===== config.mk =====
export PLATFORM = sky130hd
export DESIGN_NAME = pipe_addsub
export DESIGN_NICKNAME = d
export VERILOG_FILES = /design/src/rtl/pipe_addsub_pkg.sv /design/src/rtl/addsub_chunk.sv /design/src/rtl/full_adder.sv /design/src/rtl/pipe_addsub.sv
export SDC_FILE = /design/constraint.sdc
export NUM_CORES = 1
export LEC_CHECK = 0
export BUFFER_PORTS_ARGS = -buffer_cell sky130_fd_sc_hd__buf_2
export CORE_ASPECT_RATIO = 0.9
export CORE_UTILIZATION = 50
export DETAILED_ROUTE_END_ITERATION = 8
export HOLD_SLACK_MARGIN = 0.02
export PLACE_DENSITY = 0.76
export SYNTH_ARGS = -nofsm -noshare
export SYNTH_HDL_FRONTEND = slang
export SYNTH_SLANG_ARGS = --single-unit

===== constraint.sdc =====
create_clock -name clk -period 3.3 [get_ports clk]
set_clock_uncertainty 0.15 [all_clocks]
set_input_delay 0.66 -clock clk [delete_from_list [all_inputs] [get_ports clk]]
set_output_delay 0.66 -clock clk [all_outputs]
set_load 0.03 [all_outputs]

===== src/rtl/pipe_addsub_pkg.sv =====
// Shared constants for the pipelined adder/subtractor: default geometry and
// the bit positions of the status flags carried in the final register bank.
package pipe_addsub_pkg;

  localparam int DEF_N      = 8;
  localparam int DEF_STAGES = 2;
  localparam int DEF_W      = DEF_N / DEF_STAGES;

  localparam int FLAG_COUT = 0;
  localparam int FLAG_OVF  = 1;
  localparam int FLAG_ZERO = 2;
  localparam int NFLAGS    = 3;

  typedef logic [NFLAGS-1:0] flags_t;

  // Low bit of carry chunk k for chunk width w.
  function automatic int chunk_lo(input int k, input int w);
    return k * w;
  endfunction

endpackage


===== src/rtl/addsub_chunk.sv =====
// Combinational W-bit ripple add/subtract slice; also exposes the carry into
// its top bit so the last slice can derive signed overflow.
module addsub_chunk #(
  parameter int W = 4
) (
  input  logic [W-1:0] a,
  input  logic [W-1:0] b,
  input  logic         cin,
  input  logic         sub,
  output logic [W-1:0] s,
  output logic         cout,
  output logic         msb_cin
);

  logic [W:0]   c;
  logic [W-1:0] bx;

  assign c[0] = cin;
  assign bx   = b ^ {W{sub}};

  for (genvar i = 0; i < W; i++) begin : g_bit
    full_adder u_fa (
      .a  (a[i]),
      .b  (bx[i]),
      .ci (c[i]),
      .s  (s[i]),
      .co (c[i+1])
    );
  end

  assign cout    = c[W];
  assign msb_cin = c[W-1];

endmodule


===== src/rtl/full_adder.sv =====
// One-bit full adder cell, the building block of every ripple slice.
module full_adder (
  input  logic a,
  input  logic b,
  input  logic ci,
  output logic s,
  output logic co
);

  assign s  = a ^ b ^ ci;
  assign co = (a & b) | (ci & (a ^ b));

endmodule


===== src/rtl/pipe_addsub.sv =====
// Pipelined N-bit adder/subtractor, STAGES carry chunks, valid/ready flow
// under one global enable. Define PIPE_ADDSUB_SAT_EN for saturating results.
module pipe_addsub
  import pipe_addsub_pkg::*;
#(
  parameter int N      = DEF_N,
  parameter int STAGES = DEF_STAGES
) (
  input  logic         clk,
  input  logic         rst,
  input  logic         in_valid,
  output logic         in_ready,
  input  logic [N-1:0] a,
  input  logic [N-1:0] b,
  input  logic         cin,
  input  logic         sub,
  output logic         out_valid,
  input  logic         out_ready,
  output logic [N-1:0] s,
  output logic         cout,
  output logic         ovf,
  output logic         zero
);

  localparam int W = N / STAGES;
  localparam logic [N-1:0] SAT_MIN = N'(1) << (N - 1);
  localparam logic [N-1:0] SAT_MAX = ~SAT_MIN;

  // One register bank per stage: operands travel whole (upper chunks still
  // pending), results accumulate chunk by chunk, flags only matter at the end.
  typedef struct packed {
    logic         valid;
    logic         sub;
    logic         carry;
    logic         msb_cin;
    logic [N-1:0] a;
    logic [N-1:0] b;
    logic [N-1:0] res;
    flags_t       flags;
  } stage_t;

  logic   advance;
  stage_t in_rec;

  assign advance  = !out_valid || out_ready;
  assign in_ready = advance;

  always_comb begin
    in_rec       = '0;
    in_rec.valid = in_valid;
    in_rec.sub   = sub;
    in_rec.carry = cin;
    in_rec.a     = a;
    in_rec.b     = b;
  end

  for (genvar k = 0; k < STAGES; k++) begin : g_stage
    stage_t       src;
    stage_t       d;
    stage_t       q;
    logic [W-1:0] cs;
    logic         cc;
    logic         cm;
    logic         ovf_raw;

    if (k == 0) begin : g_src_in
      assign src = in_rec;
    end else begin : g_src_prev
      assign src = g_stage[k-1].q;
    end

    addsub_chunk #(.W(W)) u_chunk (
      .a       (src.a[chunk_lo(k, W) +: W]),
      .b       (src.b[chunk_lo(k, W) +: W]),
      .cin     (src.carry),
      .sub     (src.sub),
      .s       (cs),
      .cout    (cc),
      .msb_cin (cm)
    );

    // Carry into the sign bit differing from carry out is exactly the
    // "same operand signs, different result sign" overflow condition.
    assign ovf_raw = cc ^ cm;

    // NOTE: d starts as a full copy of src so every field is assigned on
    // every path; a missing default here would infer a latch.
    always_comb begin
      d                            = src;
      d.res[chunk_lo(k, W) +: W]   = cs;
      d.carry                      = cc;
      d.msb_cin                    = cm;
      if (k == STAGES - 1) begin
`ifdef PIPE_ADDSUB_SAT_EN
        if (ovf_raw) begin
          d.res = src.a[N-1] ? SAT_MIN : SAT_MAX;
        end
`endif
        d.flags[FLAG_COUT] = cc;
        d.flags[FLAG_OVF]  = ovf_raw;
        d.flags[FLAG_ZERO] = (d.res == '0);
      end
    end

    // NOTE: data fields are reset along with valid because the last bank
    // drives s/cout/ovf/zero directly and those must read zero after reset.
    // NOTE: sequential state uses non-blocking assignment so every bank
    // samples its predecessor's pre-edge value.
    always_ff @(posedge clk) begin
      if (rst) begin
        q <= '0;
      end else if (advance) begin
        q <= d;
      end
    end
  end

  stage_t last;
  assign last = g_stage[STAGES-1].q;

  assign out_valid = last.valid;
  assign s         = last.res;
  assign cout      = last.flags[FLAG_COUT];
  assign ovf       = last.flags[FLAG_OVF];
  assign zero      = last.flags[FLAG_ZERO];

endmodule


==> results.md, run 1 <==
- Core Area: 2450 sq um
- Final nets: 203
- Synth Area in Adders: 0.125
- DR iter-0 viols: 16
- CP max stage cell: fa_1
- XOR/XNOR share of the synthesized area: 0.0614
- Cell row count: 17
- CP bufs+invs: 2
- Via count: 1014
- Ports: 35
- Post-Synthesis Cells: 143
- Wire per inst: 11.9 um
- Syn-to-layout area delta: 12.9%
- Die Width: 55.4 um
- Post-Synth Simple-Gate Area: 0.174
- Worst Max-Slew Pin Slew: 523 ps
- Register area share after synthesis: 0.421
- Num Clock Sinks: 27
- H-tree Lvls: 1
- Total die area: 2770 sq um
- Post-synthesis cell type count: 21
- CTS tree: built
- First-pass GRT wire length: 3910 um
- Pwr dens: 483 nW/um^2
- WP data arrival: 3180 ps
- Pins Over Slew Limit: 0
- Post-CTS Resized: 0
- Antenna violations before repair: 0
- Final hold vios: 0
- Fraction of layout cells with a size suffix above 1: 0.262
- Post-layout util: 0.592
- Vias in the first global route: 929
- Compound-Gate Fraction of Synth Area: 0.125
- CTS buffer count: 3
- Largest net degree at the start of global routing: 31
- Largest family of logic cells by synthesized area: simple AND/OR/NAND/NOR gates
- Crit. End Element: register
- Buffers on Ports: 34
- Synthesized flop and latch total: 27
- Remaining Overflow, GRT: 0
- GPL Wtd Cong: 0.791
- Worst slew margin: 0.652
- Remaining DRCs: 0
- Initial Util: 0.525
- Setup crit start kind: register
- Lkg Pwr: 0.000666 uW
- Top routing layer in use: met4
- Routed wire length: 2390 um
- Later-pin clock latency in the skew report: 310 ps
- Routed met1 length: 1070 um
- DIE HEIGHT: 50.1 um
- Post-route ant nets: 0
- Crit Path Max Fanout: 2
- Final setup viols: 0
- Most used cell, CP: fa_1
- Root Driver: clkbuf_4
- Worst Setup Path Type: register to register
- Period minus WS final: 3090 ps
- Pre-Repair DR Iteration Count: 4
- CTS max path bufs: 2
- CP delay by family, top: adder cells
- CTS clk-pin slew, worst paths: 130 ps
- Detailed-route vias per instance: 5.07
- Antenna diodes: 0
- VDD IR max: 267 uV
- Hpwl dp: 1770 um
- Mux contribution to synthesized area: 0
- Met2 WL: 1190 um
- Yosys warns: 0
- Total global-route track usage: 0.181
- Tcrit/Tclk final: 0.935
- Syn_nets: 173
- Crit-path cells: xor2_1 -> fa_1 -> inv_1 -> fa_1 -> fa_1 -> inv_1 -> fa_1 -> nor4b_1 -> nand4b_1 -> o21ai_0
- CTS hold repair buffers: 0
- Post-CTS setup buffers: 0
- Setup TNS: 0 ps
- CP peak stage delay: 440 ps
- Max capacitance violation total: 0
- Post-Syn Area per Cell: 8.98 sq um
- Fmax: 0.324 GHz
- Metal3 WL: 82 um
- Hold WS: 305 ps
- Unrepaired setup endpoints after global routing: no
- Outcome: completed
- Synth Cell Area: 1280 sq um
- Worst Path Required: 3400 ps
- Hold WC Path Type: register to register
[power by group]
part | switching (uW) | internal (uW)
Combinational | 110 | 74.3
Sequential | 20.2 | 360
Clock | 88.9 | 47.2
Total | 219 | 481
[layout by cell type, fill, tap and decap left out]
cell type | Yosys | final
buf_2 | 1 | 34
nor2b_4 | 1 | 1
buf_4 | 2 | 2
inv_6 | 1 | 1
nand3b_1 | 1 | 1
xor2_1 | 4 | 4
nand4b_1 | 1 | 1
nor3_1 | 1 | 1
o21ai_0 | 1 | 1
nand2_1 | 42 | 42
xnor2_1 | 5 | 5
clkbuf_4 | 0 | 3
nor4b_1 | 1 | 1
a211oi_2 | 4 | 4
nor2_1 | 6 | 6
a21oi_1 | 21 | 21
fa_1 | 8 | 8
clkbuf_1 | 3 | 1
inv_1 | 8 | 8
dfxtp_1 | 27 | 27
[logic make-up (layout without fill, tap and decap cells)]
logic type	after synthesis	in the layout
AOI/OAI and AO/OA	26	26
xor gates and xnor gates	9	9
adders and majority gates	8	8
buffers and inverters	20	49
DFF	27	27
and+or+nand+nor	53	53
[registers in the layout, summed over array words and instances, names as in the netlist]
register and cells:
g_stage.q 15, cout 1, ovf 1, zero 1
out_valid 1, s 8
[path summary, 6_finish.rpt]
path,startpoint,endpoint,slack (ps),depth (start not counted)
max,g_stage[0].q[15],zero,210,10
max reg2reg,g_stage[0].q[15],zero,210,10
min reg2reg,cout,cout,310,2
min,cout,cout,310,2
[per-layer routing]
metal / GRT usage / up-vias
li1: - / 505
met1: 0.235 / 479
met2: 0.305 / 26
met3: 0.0236 / 4
met4: 0.0750 / 0
met5: 0 / -
[synth_stat cells]
| cell type | instances | area, sq um |
|---|---|---|
| inv_1 | 8 | 30.0 |
| nand2_1 | 42 | 158 |
| fa_1 | 8 | 160 |
| clkbuf_2 | 1 | 5.00 |
| buf_4 | 2 | 15.0 |
| dfxtp_1 | 27 | 541 |
| nor4b_1 | 1 | 8.76 |
| a21oi_1 | 21 | 105 |
| nor2_1 | 6 | 22.5 |
| inv_6 | 1 | 8.76 |
| buf_6 | 4 | 45.0 |
| nand4b_1 | 1 | 8.76 |
| buf_2 | 1 | 5.00 |
| nor2b_4 | 1 | 13.8 |
| nand3b_1 | 1 | 7.51 |
| a211oi_2 | 4 | 50.1 |
| clkbuf_1 | 3 | 11.3 |
| nor3_1 | 1 | 5.00 |
| o21ai_0 | 1 | 5.00 |
| xor2_1 | 4 | 35.0 |
| xnor2_1 | 5 | 43.8 |
[final cells by class]
type | count | area [sq um]
clock buffers | 4 | 26.3
fillers | 218 | 997
inverters | 9 | 38.8
multi-input cells | 96 | 623
flip-flops and latches | 27 | 541
well taps | 28 | 35.0
repair buffers | 36 | 185
[tightest hold or removal path, stage by stage (launching register included)]
cell and delay, ps:
dfxtp_1 330, nand2_1 50, a21oi_1 50
[stage by stage]
stage          worst slack [ps]  power, uW  instances  cell area [sq um]
2_1_floorplan               302        521        143               1280
3_3_place_gp                277        564        196               1420
3_5_place_dp                225        573        196               1420
4_1_cts                     192        708        200               1450
5_1_grt                    55.3        746        200               1450
6_report                    213        700        200               1450
Power figures use the tool's default switching activity.
==> run 2: changes to the inputs <==
--- a/config.mk
+++ b/config.mk
@@ -6,7 +6,7 @@
 export NUM_CORES = 1
 export LEC_CHECK = 0
 export BUFFER_PORTS_ARGS = -buffer_cell sky130_fd_sc_hd__buf_2
-export CORE_ASPECT_RATIO = 0.9
+export CORE_ASPECT_RATIO = 1.75
 export CORE_UTILIZATION = 50
 export DETAILED_ROUTE_END_ITERATION = 8
 export HOLD_SLACK_MARGIN = 0.02
==> results.md, run 2 (same netlist as run 1, synthesis figures left out) <==
- Outcome: completed
- Reg2Reg Setup Slack: 280 ps
- Worst Path Required: 3340 ps
- Period minus WS final: 3020 ps
- CTS buffer count: 3
- Reg area: 541 sq um
- Later-pin clock latency in the skew report: 260 ps
- H-tree Lvls: 1
- Via count: 1006
- Antenna diodes: 0
- Max capacitance violation total: 0
- Routed wire length: 2400 um
- Final hold vios: 0
- Final setup viols: 0
- CTS hold repair buffers: 0
- Antenna violations before repair: 0
- Dpl cell area: 1420 sq um
- Largest net degree at the start of global routing: 31
- Die Width: 40.3 um
- Post-CTS setup buffers: 0
- Worst Max-Slew Pin Slew: 501 ps
- Most frequent cells in the layout: 42 x nand2_1, 34 x buf_2, 27 x dfxtp_1
- Pwr dens: 508 nW/um^2
- Detailed-route vias per instance: 5.08
- Vias in the first global route: 1023
- Total global-route track usage: 0.204
- Hpwl dp: 1780 um
- Unrepaired setup endpoints after global routing: no
- Internal power: 520 uW
- Sequential cell fraction of total power: 0.510
- Buffers on Ports: 34
- First-pass GRT wire length: 4080 um
- Pre-Repair DR Iteration Count: 4
- Max reg flops: 15
- Post-CTS Resized: 0
- Lkg Pwr: 0.000674 uW
- Setup TNS: 0 ps
- Core Area: 2460 sq um
- CTS clk-pin slew, worst paths: 90 ps
- Top routing layer in use: met4
- Tcrit/Tclk final: 0.917
- CTS max path bufs: 2
- Crit. End Element: register
- Remaining Overflow, GRT: 0
- Psw: 224 uW
- CTS tree: built
- Syn-to-layout area delta: 14.1%
- Hold WC Path Type: register to register
- Fraction of layout cells with a size suffix above 1: 0.262
- Finished Cell Area: 1470 sq um
- Ports: 35
- Share of power burned in combinational logic: 0.248
- Fmax: 0.331 GHz
- DIE HEIGHT: 69.0 um
- Initial Util: 0.521
- Multi-input logic area: 623 sq um
- Met2 WL: 1340 um
- Num Clock Sinks: 27
- Root Driver: clkbuf_8
- Routed met1 length: 931 um
- Final nets: 203
- Largest reg by FF count: g_stage.q
- GPL Wtd Cong: 0.815
- Fillers: 233
- Switching Fraction: 0.301
- VDD IR max: 297 uV
- Remaining DRCs: 0
- Worst Setup Path Type: register to register
- Worst slew margin: 0.666
- Cell row count: 24
- DR iter-0 viols: 24
- Clock group share of total power: 0.243
- WP data arrival: 3060 ps
- Pins Over Slew Limit: 0
- Crit Path Max Fanout: 2
- Setup crit start kind: register
- Post-layout util: 0.595
- Total die area: 2780 sq um
- Wire per inst: 12.1 um
- Metal3 WL: 82 um
- Commonest non-fill, non-tap cell in the layout: nand2_1
- Post-route ant nets: 0
==> run 2: cell types whose count changed in the layout (fill, tap and decap cells not counted) <==
cell	before	now
clkbuf_4	3	0
clkbuf_8	0	3
==> run 2: per-layer routing <==
layer  vias up  track usage
met5         -            0
li1        507            -
met4         0       0.0815
met2        28        0.367
met3         6       0.0354
met1       465        0.209
==> run 2: final cells by class <==
class                           count  share of cell area
Multi-Input combinational cell     96               0.425
Clock buffer                        4              0.0307
Sequential cell                    27               0.369
Tap cell                           26              0.0222
Inverter                            9              0.0265
Timing Repair Buffer               36               0.126
==> run 2: worst max-delay path, stage by stage (launching register included) <==
cell and delay [ps]:
dfxtp_1 350, xor2_1 210, fa_1 200, inv_1 50, fa_1 410, fa_1 460, inv_1 110, fa_1 440
nor4b_1 280, nand4b_1 120, o21ai_0 170
==> run 2: power groups by stage <==
stage	clock (uW)	sequential, uW	combinational (uW)
floorplan	0	416	105
global placement	0	385	178
detailed placement	0	387	185
CTS	184	379	186
global route	200	385	206
finish	181	379	184
==> run 2: final timing paths <==
check | cells past startpoint | end | startpoint
worst min register to register | 2 | s[2] | s[2]
worst max register to register | 10 | zero | g_stage[0].q[15]
worst min-delay path | 2 | s[2] | s[2]
worst max-delay path | 10 | zero | g_stage[0].q[15]
==> run 2: through the flow <==
step | cells | total power (uW) | hold WS [ps] | setup WS [ps]
final | 198 | 744 | 303 | 275
after global routing | 198 | 791 | 324 | 93.5
after CTS | 198 | 749 | 303 | 247
after global placement | 194 | 564 | 288 | 464
after detailed placement | 194 | 572 | 293 | 269
after floorplan | 143 | 521 | 282 | 302
==> run 3: changes to the inputs <==
--- a/config.mk
+++ b/config.mk
@@ -10,6 +10,7 @@
 export CORE_UTILIZATION = 50
 export DETAILED_ROUTE_END_ITERATION = 8
 export HOLD_SLACK_MARGIN = 0.02
+export MAX_ROUTING_LAYER = met4
 export PLACE_DENSITY = 0.76
 export SYNTH_ARGS = -nofsm -noshare
 export SYNTH_HDL_FRONTEND = slang
==> results.md, run 3 (same netlist as run 1, synthesis figures left out) <==
- Outcome: completed
- VDD IR max: 296 uV
- Ports: 35
- Metal3 WL: 69 um
- Commonest non-fill, non-tap cell in the layout: nand2_1
- Remaining Overflow, GRT: 0
- Unrepaired setup endpoints after global routing: no
- Critical path depth: 10
- Syn-to-layout area delta: 14.1%
- Fraction of layout cells with a size suffix above 1: 0.262
- Routed met1 length: 965 um
- Crit. End Element: register
- Sequential cell fraction of total power: 0.510
- Vias in the first global route: 1015
- Routed wire length: 2420 um
- Worst Setup Path Type: register to register
- Period minus WS final: 3020 ps
- First-pass GRT wire length: 4130 um
- Die Width: 40.3 um
- Worst Max-Slew Pin Slew: 501 ps
- Worst Setup SP: g_stage[0].q[15]
- Later-pin clock latency in the skew report: 260 ps
- Max reg flops: 15
- Top routing layer in use: met4
- Fin worst setup slack: 275 ps
- Via count: 1004
- Buffers on Ports: 34
- Num Clock Sinks: 27
- Clock group share of total power: 0.243
- Total die area: 2780 sq um
- Cell row count: 24
- DR iter-0 viols: 33
- Internal power: 520 uW
- Lkg Pwr: 0.000674 uW
- CTS max path bufs: 2
- Initial Util: 0.521
- Detailed-route vias per instance: 5.07
- Root Driver: clkbuf_8
- Crit-path cells: xor2_1 -> fa_1 -> inv_1 -> fa_1 -> fa_1 -> inv_1 -> fa_1 -> nor4b_1 -> nand4b_1 -> o21ai_0
- Multi-input logic area: 623 sq um
- Hold WC Path Type: register to register
- Fmax: 0.331 GHz
- Setup TNS: 0 ps
- Final hold vios: 0
- Most used cell, CP: fa_1
- Pre-CTS setup slack: 269 ps
- Total global-route track usage: 0.211
- Antenna violations before repair: 0
- Critical Path End: zero
- Remaining DRCs: 0
- R2R cell count: 10
- Antenna diodes: 0
- Hpwl dp: 1780 um
- CP bufs+invs: 2
- Post-CTS setup buffers: 0
- Share of power burned in combinational logic: 0.248
- Hold Crit Start: s[2]
- Core Area: 2460 sq um
- Max capacitance violation total: 0
- Tcrit/Tclk final: 0.917
- Most frequent cells in the layout: 42 x nand2_1, 34 x buf_2, 27 x dfxtp_1
- Post-route ant nets: 0
- Critical register-to-register path endpoint: zero
- WP data arrival: 3060 ps
- Post-CTS Resized: 0
- CTS buffer count: 3
- Switching Fraction: 0.301
- H-tree Lvls: 1
- CP delay by family, top: adder cells
- CP peak stage delay: 460 ps
- Pins Over Slew Limit: 0
- Final setup viols: 0
- Met2 WL: 1370 um
- Reg area: 541 sq um
- Setup crit start kind: register
- DIE HEIGHT: 69.0 um
- CTS tree: built
- Wire per inst: 12.2 um
- Reg2Reg Setup Slack: 280 ps
- CTS clk-pin slew, worst paths: 90 ps
- GPL Wtd Cong: 0.827
- Final nets: 203
- Psw: 224 uW
- Fillers: 233
- Largest net degree at the start of global routing: 31
- Crit Path Max Fanout: 2
- Pwr dens: 508 nW/um^2
- Critical R2R Launch: g_stage[0].q[15]
- Largest reg by FF count: g_stage.q
- Worst Path Required: 3340 ps
- CP max stage cell: fa_1
- CTS hold repair buffers: 0
- Pre-Repair DR Iteration Count: 4
- Worst slew margin: 0.666
-- run 3: cell counts in the layout (fill, tap and decap cells not counted) --
Identical to the previous run, type by type.
-- run 3: tightest hold or removal path: cells and delay by family, from the launching register on --
kind | cells | cell delay (ps)
simple gates | 1 | 50
flops | 1 | 320
compound gates | 1 | 50
-- run 3: power by group through the flow --
stage / Combinational, uW / Clock, uW / Sequential [uW]
final: 185 / 181 / 379
after global routing: 206 / 200 / 385
after CTS: 186 / 184 / 379
after global placement: 178 / 0 / 385
after detailed placement: 185 / 0 / 387
after floorplan: 105 / 0 / 416
-- run 3: layout make-up --
class                           instances  share of cell area
Tap cell                               26              0.0222
Inverter                                9              0.0265
Clock buffer                            4              0.0307
Timing Repair Buffer                   36               0.126
Multi-Input combinational cell         96               0.425
Sequential cell                        27               0.369
-- run 3: worst min path at each step --
stage / slack (ps) / depth (start not counted) / endpoint
floorplan: 280 / 2 / g_stage[0].q[24]
global placement: 290 / 2 / s[2]
CTS: 300 / 2 / s[2]
finish: 300 / 2 / s[2]
detailed placement: 290 / 2 / s[2]
global route: 320 / 2 / s[2]
-- run 3: layer usage --
layer,track usage,vias up
li1,-,507
met1,0.221,471
met2,0.375,24
met3,0.0289,2
met4,0.0667,0
met5,-,-
-- run 3: stage by stage --
step | util | hold WS, ps | area (sq um) | power (uW) | cells
detailed placement | 0.577 | 293 | 1420 | 572 | 194
CTS | 0.595 | 303 | 1470 | 749 | 198
global placement | 0.577 | 288 | 1420 | 564 | 194
global route | 0.595 | 324 | 1470 | 791 | 198
finish | 0.595 | 303 | 1470 | 744 | 198
floorplan | - | 282 | 1280 | 521 | 143
